### src/rtl/trng_word_reader.sv
// trng_word_reader
//   Packs the corrected TRNG bit stream into WIDTH-bit words (first accepted bit
//   lands in the MSB). Buffers the words in a DEPTH-entry show-ahead FIFO and serves
//   them over a valid/ready read port.
//   Optional feature: define TRNG_RCT_EN to enable the repetition-count health test.
//   When it trips, rct_fail is set and collection halts in FAIL until en is dropped.
//   Without the macro, rct_fail is tied low and FAIL is unreachable.
//   Reset is asynchronous and active-low on rst.

module trng_word_reader #(
    parameter int unsigned WIDTH      = 32,
    parameter int unsigned DEPTH      = 4,
    parameter int unsigned RCT_CUTOFF = 16
) (
    input  logic                     clk,
    input  logic                     rst,
    input  logic                     en,
    input  logic                     bit_in,
    input  logic                     bit_valid,
    input  logic                     rd_ready,
    output logic [WIDTH-1:0]         rd_data,
    output logic                     rd_valid,
    output logic [$clog2(DEPTH):0]   fifo_count,
    output logic                     overflow,
    output logic                     rct_fail
);

    localparam int unsigned CNT_W = $clog2(WIDTH);
    localparam int unsigned PTR_W = $clog2(DEPTH);
    localparam int unsigned CNT_FW = PTR_W + 1;

    typedef enum logic [1:0] {
        ST_IDLE    = 2'd0,
        ST_COLLECT = 2'd1,
        ST_FAIL    = 2'd2
    } state_t;

    // collector state
    state_t             state_q, state_d;
    logic [WIDTH-1:0]   shift_q, shift_d;
    logic [CNT_W-1:0]   bit_cnt_q, bit_cnt_d;
    logic [WIDTH-1:0]   word_q, word_d;
    logic               push_q, push_d;

    // FIFO state
    logic [WIDTH-1:0]   mem_q [DEPTH];
    logic [WIDTH-1:0]   mem_d [DEPTH];
    logic [PTR_W-1:0]   wr_ptr_q, wr_ptr_d;
    logic [PTR_W-1:0]   rd_ptr_q, rd_ptr_d;
    logic [CNT_FW-1:0]  count_q, count_d;
    logic               rd_valid_q, rd_valid_d;
    logic               overflow_q, overflow_d;

    // health test result
    logic               rct_trip;
    logic               rct_fail_q;

    logic [WIDTH-1:0]   shift_nxt;
    logic               last_bit;
    logic               pop;
    logic               full;
    logic               fifo_write;

    assign shift_nxt = {shift_q[WIDTH-2:0], bit_in};
    assign last_bit  = (bit_cnt_q == CNT_W'(WIDTH - 1));

`ifdef TRNG_RCT_EN
    localparam int unsigned RCT_W = $clog2(RCT_CUTOFF + 1);

    logic [RCT_W-1:0]   rep_cnt_q, rep_cnt_d;
    logic               last_q, last_d;
    logic               rct_fail_d;

    // Repetition counter over accepted bits; a zero count means no reference bit yet
    always_comb begin
        rep_cnt_d  = rep_cnt_q;
        last_d     = last_q;
        rct_trip   = 1'b0;
        rct_fail_d = rct_fail_q;
        if (state_q != ST_COLLECT || !en) begin
            rep_cnt_d = '0;
        end else if (bit_valid) begin
            last_d = bit_in;
            if (rep_cnt_q != '0 && bit_in == last_q) begin
                rep_cnt_d = rep_cnt_q + RCT_W'(1);
            end else begin
                rep_cnt_d = RCT_W'(1);
            end
            if (rep_cnt_d >= RCT_W'(RCT_CUTOFF)) begin
                rct_trip = 1'b1;
            end
        end
        // en low forces IDLE on the same edge, so clearing on !en matches entry to IDLE
        if (rct_trip) begin
            rct_fail_d = 1'b1;
        end else if (!en) begin
            rct_fail_d = 1'b0;
        end
    end

    // Health test registers
    always_ff @(posedge clk or negedge rst) begin
        if (!rst) begin
            rep_cnt_q  <= '0;
            last_q     <= 1'b0;
            rct_fail_q <= 1'b0;
        end else begin
            rep_cnt_q  <= rep_cnt_d;
            last_q     <= last_d;
            rct_fail_q <= rct_fail_d;
        end
    end
`else
    assign rct_trip   = 1'b0;
    assign rct_fail_q = 1'b0;
`endif

    // Collector FSM: shifts accepted bits, emits a completed word as a one-cycle push
    always_comb begin
        state_d   = state_q;
        shift_d   = shift_q;
        bit_cnt_d = bit_cnt_q;
        word_d    = word_q;
        push_d    = 1'b0;
        case (state_q)
            ST_IDLE: begin
                shift_d   = '0;
                bit_cnt_d = '0;
                if (en) begin
                    state_d = ST_COLLECT;
                end
            end
            ST_COLLECT: begin
                if (!en) begin
                    state_d   = ST_IDLE;
                    shift_d   = '0;
                    bit_cnt_d = '0;
                end else if (rct_trip) begin
                    state_d   = ST_FAIL;
                    shift_d   = '0;
                    bit_cnt_d = '0;
                end else if (bit_valid) begin
                    shift_d = shift_nxt;
                    if (last_bit) begin
                        bit_cnt_d = '0;
                        word_d    = shift_nxt;
                        push_d    = 1'b1;
                    end else begin
                        bit_cnt_d = bit_cnt_q + CNT_W'(1);
                    end
                end
            end
            ST_FAIL: begin
                shift_d   = '0;
                bit_cnt_d = '0;
                if (!en) begin
                    state_d = ST_IDLE;
                end
            end
            default: begin
                state_d   = ST_IDLE;
                shift_d   = '0;
                bit_cnt_d = '0;
            end
        endcase
    end

    // Collector registers
    always_ff @(posedge clk or negedge rst) begin
        if (!rst) begin
            state_q   <= ST_IDLE;
            shift_q   <= '0;
            bit_cnt_q <= '0;
            word_q    <= '0;
            push_q    <= 1'b0;
        end else begin
            state_q   <= state_d;
            shift_q   <= shift_d;
            bit_cnt_q <= bit_cnt_d;
            word_q    <= word_d;
            push_q    <= push_d;
        end
    end

    assign full       = (count_q == CNT_FW'(DEPTH));
    assign pop        = rd_valid_q && rd_ready;
    // A pop in the same cycle frees the slot, so a full FIFO still accepts the push
    assign fifo_write = push_q && (!full || pop);

    // FIFO bookkeeping: pointers, occupancy, sticky overflow
    always_comb begin
        mem_d      = mem_q;
        wr_ptr_d   = wr_ptr_q;
        rd_ptr_d   = rd_ptr_q;
        count_d    = count_q;
        overflow_d = overflow_q;
        if (fifo_write) begin
            mem_d[wr_ptr_q] = word_q;
            wr_ptr_d        = wr_ptr_q + PTR_W'(1);
        end
        if (pop) begin
            rd_ptr_d = rd_ptr_q + PTR_W'(1);
        end
        case ({fifo_write, pop})
            2'b10:   count_d = count_q + CNT_FW'(1);
            2'b01:   count_d = count_q - CNT_FW'(1);
            default: count_d = count_q;
        endcase
        if (push_q && full && !pop) begin
            overflow_d = 1'b1;
        end
        rd_valid_d = (count_d != '0);
    end

    // FIFO registers
    always_ff @(posedge clk or negedge rst) begin
        if (!rst) begin
            for (int unsigned i = 0; i < DEPTH; i++) begin
                mem_q[i] <= '0;
            end
            wr_ptr_q   <= '0;
            rd_ptr_q   <= '0;
            count_q    <= '0;
            rd_valid_q <= 1'b0;
            overflow_q <= 1'b0;
        end else begin
            mem_q      <= mem_d;
            wr_ptr_q   <= wr_ptr_d;
            rd_ptr_q   <= rd_ptr_d;
            count_q    <= count_d;
            rd_valid_q <= rd_valid_d;
            overflow_q <= overflow_d;
        end
    end

    assign rd_data    = mem_q[rd_ptr_q];
    assign rd_valid   = rd_valid_q;
    assign fifo_count = count_q;
    assign overflow   = overflow_q;
    assign rct_fail   = rct_fail_q;

endmodule

### config.mk
export PLATFORM = sky130hd
export DESIGN_NAME = trng_word_reader
export DESIGN_NICKNAME = d
export VERILOG_FILES = /design/src/rtl/trng_word_reader.sv
export SDC_FILE = /design/constraint.sdc
export NUM_CORES = 1
export LEC_CHECK = 0
export CAP_MARGIN = 0
export CORE_UTILIZATION = 40
export CTS_CLUSTER_DIAMETER = 120
export DETAILED_ROUTE_END_ITERATION = 16
export PLACE_DENSITY = 0.62
export SYNTH_ARGS = -nofsm -noshare
export SYNTH_HDL_FRONTEND = slang
export SYNTH_SLANG_ARGS = --single-unit
### constraint.sdc
create_clock -name clk -period 5.7 [get_ports clk]
set_input_delay 1.14 -clock clk [delete_from_list [all_inputs] [get_ports clk]]
set_output_delay 1.14 -clock clk [all_outputs]
set_load 0.05 [all_outputs]
Word-level counts from Yosys, hierarchy flattened
Index checks and enable logic that the tools add are counted.

Logic and storage cells: 67. Flip-flop bits (word level): 208. Input port bits: 6. Output and inout port bits: 38.

Reductions and logical operators: 13. Bitwise gates (word level): 2. Mux-type cells: 21. Equal/unequal tests: 9. Add/subtract/negate cells: 5. Magnitude comparators: 3.

Operators with widths (count): bitwise mux 128 bit (1); 2-to-1 mux 32 bit (3); 2-to-1 mux 31 bit (3); binary-select mux 32 bit (select 2 bit) (1); demux 32 bit (select 2 bit) (1); 2-to-1 mux 5 bit (4); greater-or-equal comparator 3 bit, second input constant (2); inverter 2 -> 3 bit (2); one-hot mux 3 bit (2 select lines) (1); adder 5 x 1 -> 5 bit, second input constant (1); equality test 5 bit, second input constant (1); logical AND 1 bit (5); adder 2 x 1 -> 2 bit, second input constant (2); equality test 2 x 1 -> 1 bit, second input constant (2); equality test 2 bit, second input constant (2); 2-to-1 mux 1 bit (4); 2-to-1 mux 2 bit (2); != test 2 bit, second input constant (2); one-hot mux 2 bit (2 select lines) (1); AND reduction 4 bit (1); adder 3 x 1 -> 3 bit, second input constant (1); equality test 3 bit, second input constant (1); less-than comparator 3 x 1 -> 1 bit, second input constant (1); != test 3 bit, second input constant (1); 7 further kinds (8).

Longest topological paths before layout
Depth in word-level cells: 7. Gate-level depth with buffers: 7. Gate-level depth less buffers: 6.

Worst setup path after synthesis
OpenSTA, ideal clock, no wires.

Path kind: register to output. Start point: reg rd_ptr_q[0]. End point: out rd_data[10]. Path slack: 3075 ps. Arrival: 1485 ps. Cell stages (with the launch flop): 4. Path buffers: 2. Cell sequence: dfrtp_1 > buf_2 > buf_2 > mux4_2.

Word-level cells in the longest chain between the ends: 4.

Ends and longest elaborated chain: from (decl) (RTL line 49) `logic [PTR_W-1:0] rd_ptr_q, rd_ptr_d;`; from (signal assigned) (RTL line 229) `rd_ptr_q <= rd_ptr_d;`; inverter 2 -> 3 bit (implied by the code) (RTL line 236) `assign rd_data = mem_q[rd_ptr_q];`; binary-select mux 32 bit (select 2 bit) (RTL line 236); 2-to-1 mux 32 bit (implied by the code) (2 in series) (RTL line 236); to (decl) (RTL line 21) `output logic [WIDTH-1:0] rd_data,`.

No other way between the ends. The select of a mux whose other input is x is not followed.

Worst setup path in the final report
Start point: reg rd_ptr_q[0]. End point: out rd_data[3].

Same word-level chain as after synthesis.

==> flow_metrics.tcl <==
set metrics [dict create \
    status "complete, no violations" \
    synth-compound-area-share_pct 5.06 \
    synth_simple_gate_area_share_pct 1.92 \
    via_per_inst 5.43 \
    cts_made_buffers 22 \
    chipHeight_um 150 \
    final_min_period_over_clock_period_pct 74.1 \
    detailedRoute.firstIterationViolations 244 \
    synth_edf_count 0 \
    rows 53 \
    clock-sinks 207 \
    criticalPathCategory "reg2out" \
    postLayoutCellArea_mm2 0.0101 \
    portBuffers 42 \
    yosysTopAreaCell "dfrtp_1" \
    async_flop_share_pct 100 \
    slew-limit-headroom_pct 36.2 \
    final.setup.tns_ns 0 \
    antenna-diode-count 0 \
    cts.clk_slew.worst_paths_ns 0.06 \
    maxSlewViolCount 0 \
    yosysMostFrequentCell "dfrtp_1" \
    timing.critical_path.slowest_stage_cell "dfrtp_2" \
    worstSetupEndpointType "primary output" \
    cts-resized-gates 0 \
    synthAdderAreaFrac_pct 1.09 \
    critPathTopFamily "buffers and inverters" \
    final_antenna_net_count 0 \
    post_route_cells_drive_above_1_share_pct 41.3 \
    synth_top_cell_area_share_pct 59.3 \
    place.detailed.hpwl_mm 10.3 \
    synth.avg_cell_area_um2 16.3 \
    first_global_vias 5226 \
    yosys-top-cells-area "dfrtp_1 (59%), mux2_2 (21%), mux4_2 (8.3%), a22o_1 (3.3%), buf_6 (1.5%)" \
    grt_util_all_layers_pct 16.4 \
    core_outline_area_mm2 0.0212 \
    clock_tree_from_tritoncts "yes" \
    detailedRoute.firstPassIterationCount 4 \
    cts_htree_levels 1 \
    tightestPinTransition_ns 0.958 \
    arrival_ns 3.08 \
    drt_drc_violations_left 0 \
    ys.warnings.count 0 \
    postPlaceCellArea_mm2 0.00940 \
    post-cts-setup-buffers 0 \
    ys_ff_latch 207 \
    main_combinational_cell_family_by_area_after_synthesis "multiplexers" \
    cellPowerDensity_mw_per_mm2 334 \
    synthTopCellsByCount "dfrtp_1 (207), mux2_2 (161), a22o_1 (33)" \
    starting_utilization_of_the_core_area_pct 41.1 \
    fin_worst_skew_ns 0.00835 \
    min_period_ns 4.22 \
    setup_viol 0 \
    io_pins 44 \
    power.ir.vdd_worst_mv 0.216 \
    cts_hold_repair.buffers 0 \
    synthesis.area_mm2 0.00873 \
    syn_inst 537 \
    die_w_um 150 \
    worst_ep_required_time_ns 4.56 \
    gr-total-overflow 0 \
    gp_congestion 0.732 \
    design.final.nets 591 \
    regToRegSetupSlack_ns 3.23 \
    min-delay-path-class "reg2reg" \
    fp.dieArea_mm2 0.0224 \
    grt_first_pass_wirelength_mm 28.9 \
    largest_net_degree_at_the_start_of_global_routing 116 \
    area_growth_syn_to_layout_pct 15.6 \
    worst_path_largest_cell_delay_ns 0.82 \
    drt-wirelength-per-cell_um 19.7 \
    hold_vio_cnt_final 0 \
    cap_violations 0 \
    crit_buf_inv 2 \
    routed_wl_mm 17.1 \
    post_synth_mux_area_share_pct 29.2 \
    cts.path.max_buffers 3 \
    worstPathCellList "buf_4 -> mux4_2 -> clkdlybuf4s50_1" \
    num_vias 4712 \
    crit_fanout 18 \
    synth_cell_types 41 \
    yosys.area_share.xor_xnor_pct 0.401 \
    ys.flop_type "dfrtp_1" \
    worst_skew_pair.late_latency_ns 0.49 \
    number_of_antenna_violations_at_the_first_check_in_global_routing 0 \
    setup.worst_path.start_class "register" \
    cellLeakagePower_uw 0.00482 \
    clock_tree.root_cell "clkbuf_16" \
    synth_fp_nets 550 \
    grt_setup_unrepaired "false" \
    max_freq_ghz 0.237 \
    final.hold.worst_slack_ns 0.469 \
    yosysSeqAreaShare_pct 59.3 \
]
==> sequential cells by signal, indices dropped and copies added (netlist names) <==
| signal | flops |
|---|---|
| word_q | 32 |
| mem_q | 128 |
| wr_ptr_q | 2 |
| state_q | 1 |
| bit_cnt_q | 5 |
| overflow | 1 |
| shift_q | 31 |
| rd_valid | 1 |
| fifo_count | 3 |
| rd_ptr_q | 2 |
| push_q | 1 |
==> through the flow <==
step	worst slack, ns	power, µW	cells	utilization (%)
floorplan	3.08	1880	537	-
global placement	1.93	2010	829	44.3
detailed placement	1.93	2030	829	44.3
CTS	1.40	3410	868	47.6
global route	1.30	3510	868	47.6
finish	1.48	3370	868	47.6
==> cells in the final DEF, fill, tap and decap left out, types with 4 or more instances in the layout <==
| cell type | n |
|---|---|
| nand2_1 | 7 |
| dfrtp_1 | 205 |
| a22o_1 | 33 |
| clkdlybuf4s50_1 | 41 |
| clkinv_2 | 4 |
| mux4_2 | 32 |
| clkbuf_1 | 8 |
| clkbuf_8 | 4 |
| ha_1 | 6 |
| buf_4 | 8 |
| mux2_2 | 161 |
| clkbuf_16 | 23 |
| a21oi_1 | 5 |
| inv_1 | 7 |
| a21oi_4 | 4 |
==> worst register-to-register path, delay by kind of cell (launching register included) <==
family / cells / cell delay (ns)
buffers and inverters: 1 / 0.45
multiplexers: 1 / 0.39
AO/OA/AOI/OAI: 1 / 0.67
flip-flops: 1 / 0.48
AND/OR/NAND/NOR: 1 / 0.35
==> area by class of cell <==
type | instances | area (µm²)
multi-input combinational | 289 | 3340
timing repair buffer | 51 | 504
inverter | 7 | 26.3
tap | 275 | 344
clock inverter | 5 | 50.0
fill | 1823 | 11100
clock buffer | 34 | 647
sequential | 207 | 5180
==> cell families after synthesis <==
logic type,Yosys count
muxes,195
buffers and inverters,41
AOI/OAI and AO/OA,56
adders and majority gates,7
xor gates and xnor gates,4
and+or+nand+nor,26
other,1
DFF,207
==> worst paths after layout <==
kind                       cells past startpoint            to         start
setup / recovery                               3    rd_data[3]   rd_ptr_q[0]
hold / removal                                 1  bit_cnt_q[3]  bit_cnt_q[3]
setup reg to reg                               4     mem_q[11]      rd_valid
hold reg to reg                                1  bit_cnt_q[3]  bit_cnt_q[3]
max in group asynchronous                      2  bit_cnt_q[3]           rst
min in group asynchronous                      1    mem_q[102]           rst
==> layer usage <==
layer  routed length, µm  part of all wire, %  GRT usage (%)
met5                   0                    0              0
met4                 301                  1.8           3.54
met3                 475                  2.8           2.62
met2                8390                   49           27.3
met1                7920                   46           22.8
==> where the power goes <==
part | switching (µW) | leakage (µW) | total [µW] | internal, µW
Sequential | 130 | 0.00287 | 1620 | 1490
Clock | 555 | 0.000344 | 1380 | 824
Combinational | 194 | 0.00160 | 369 | 175
No activity file was read; power rests on OpenSTA's default activity.
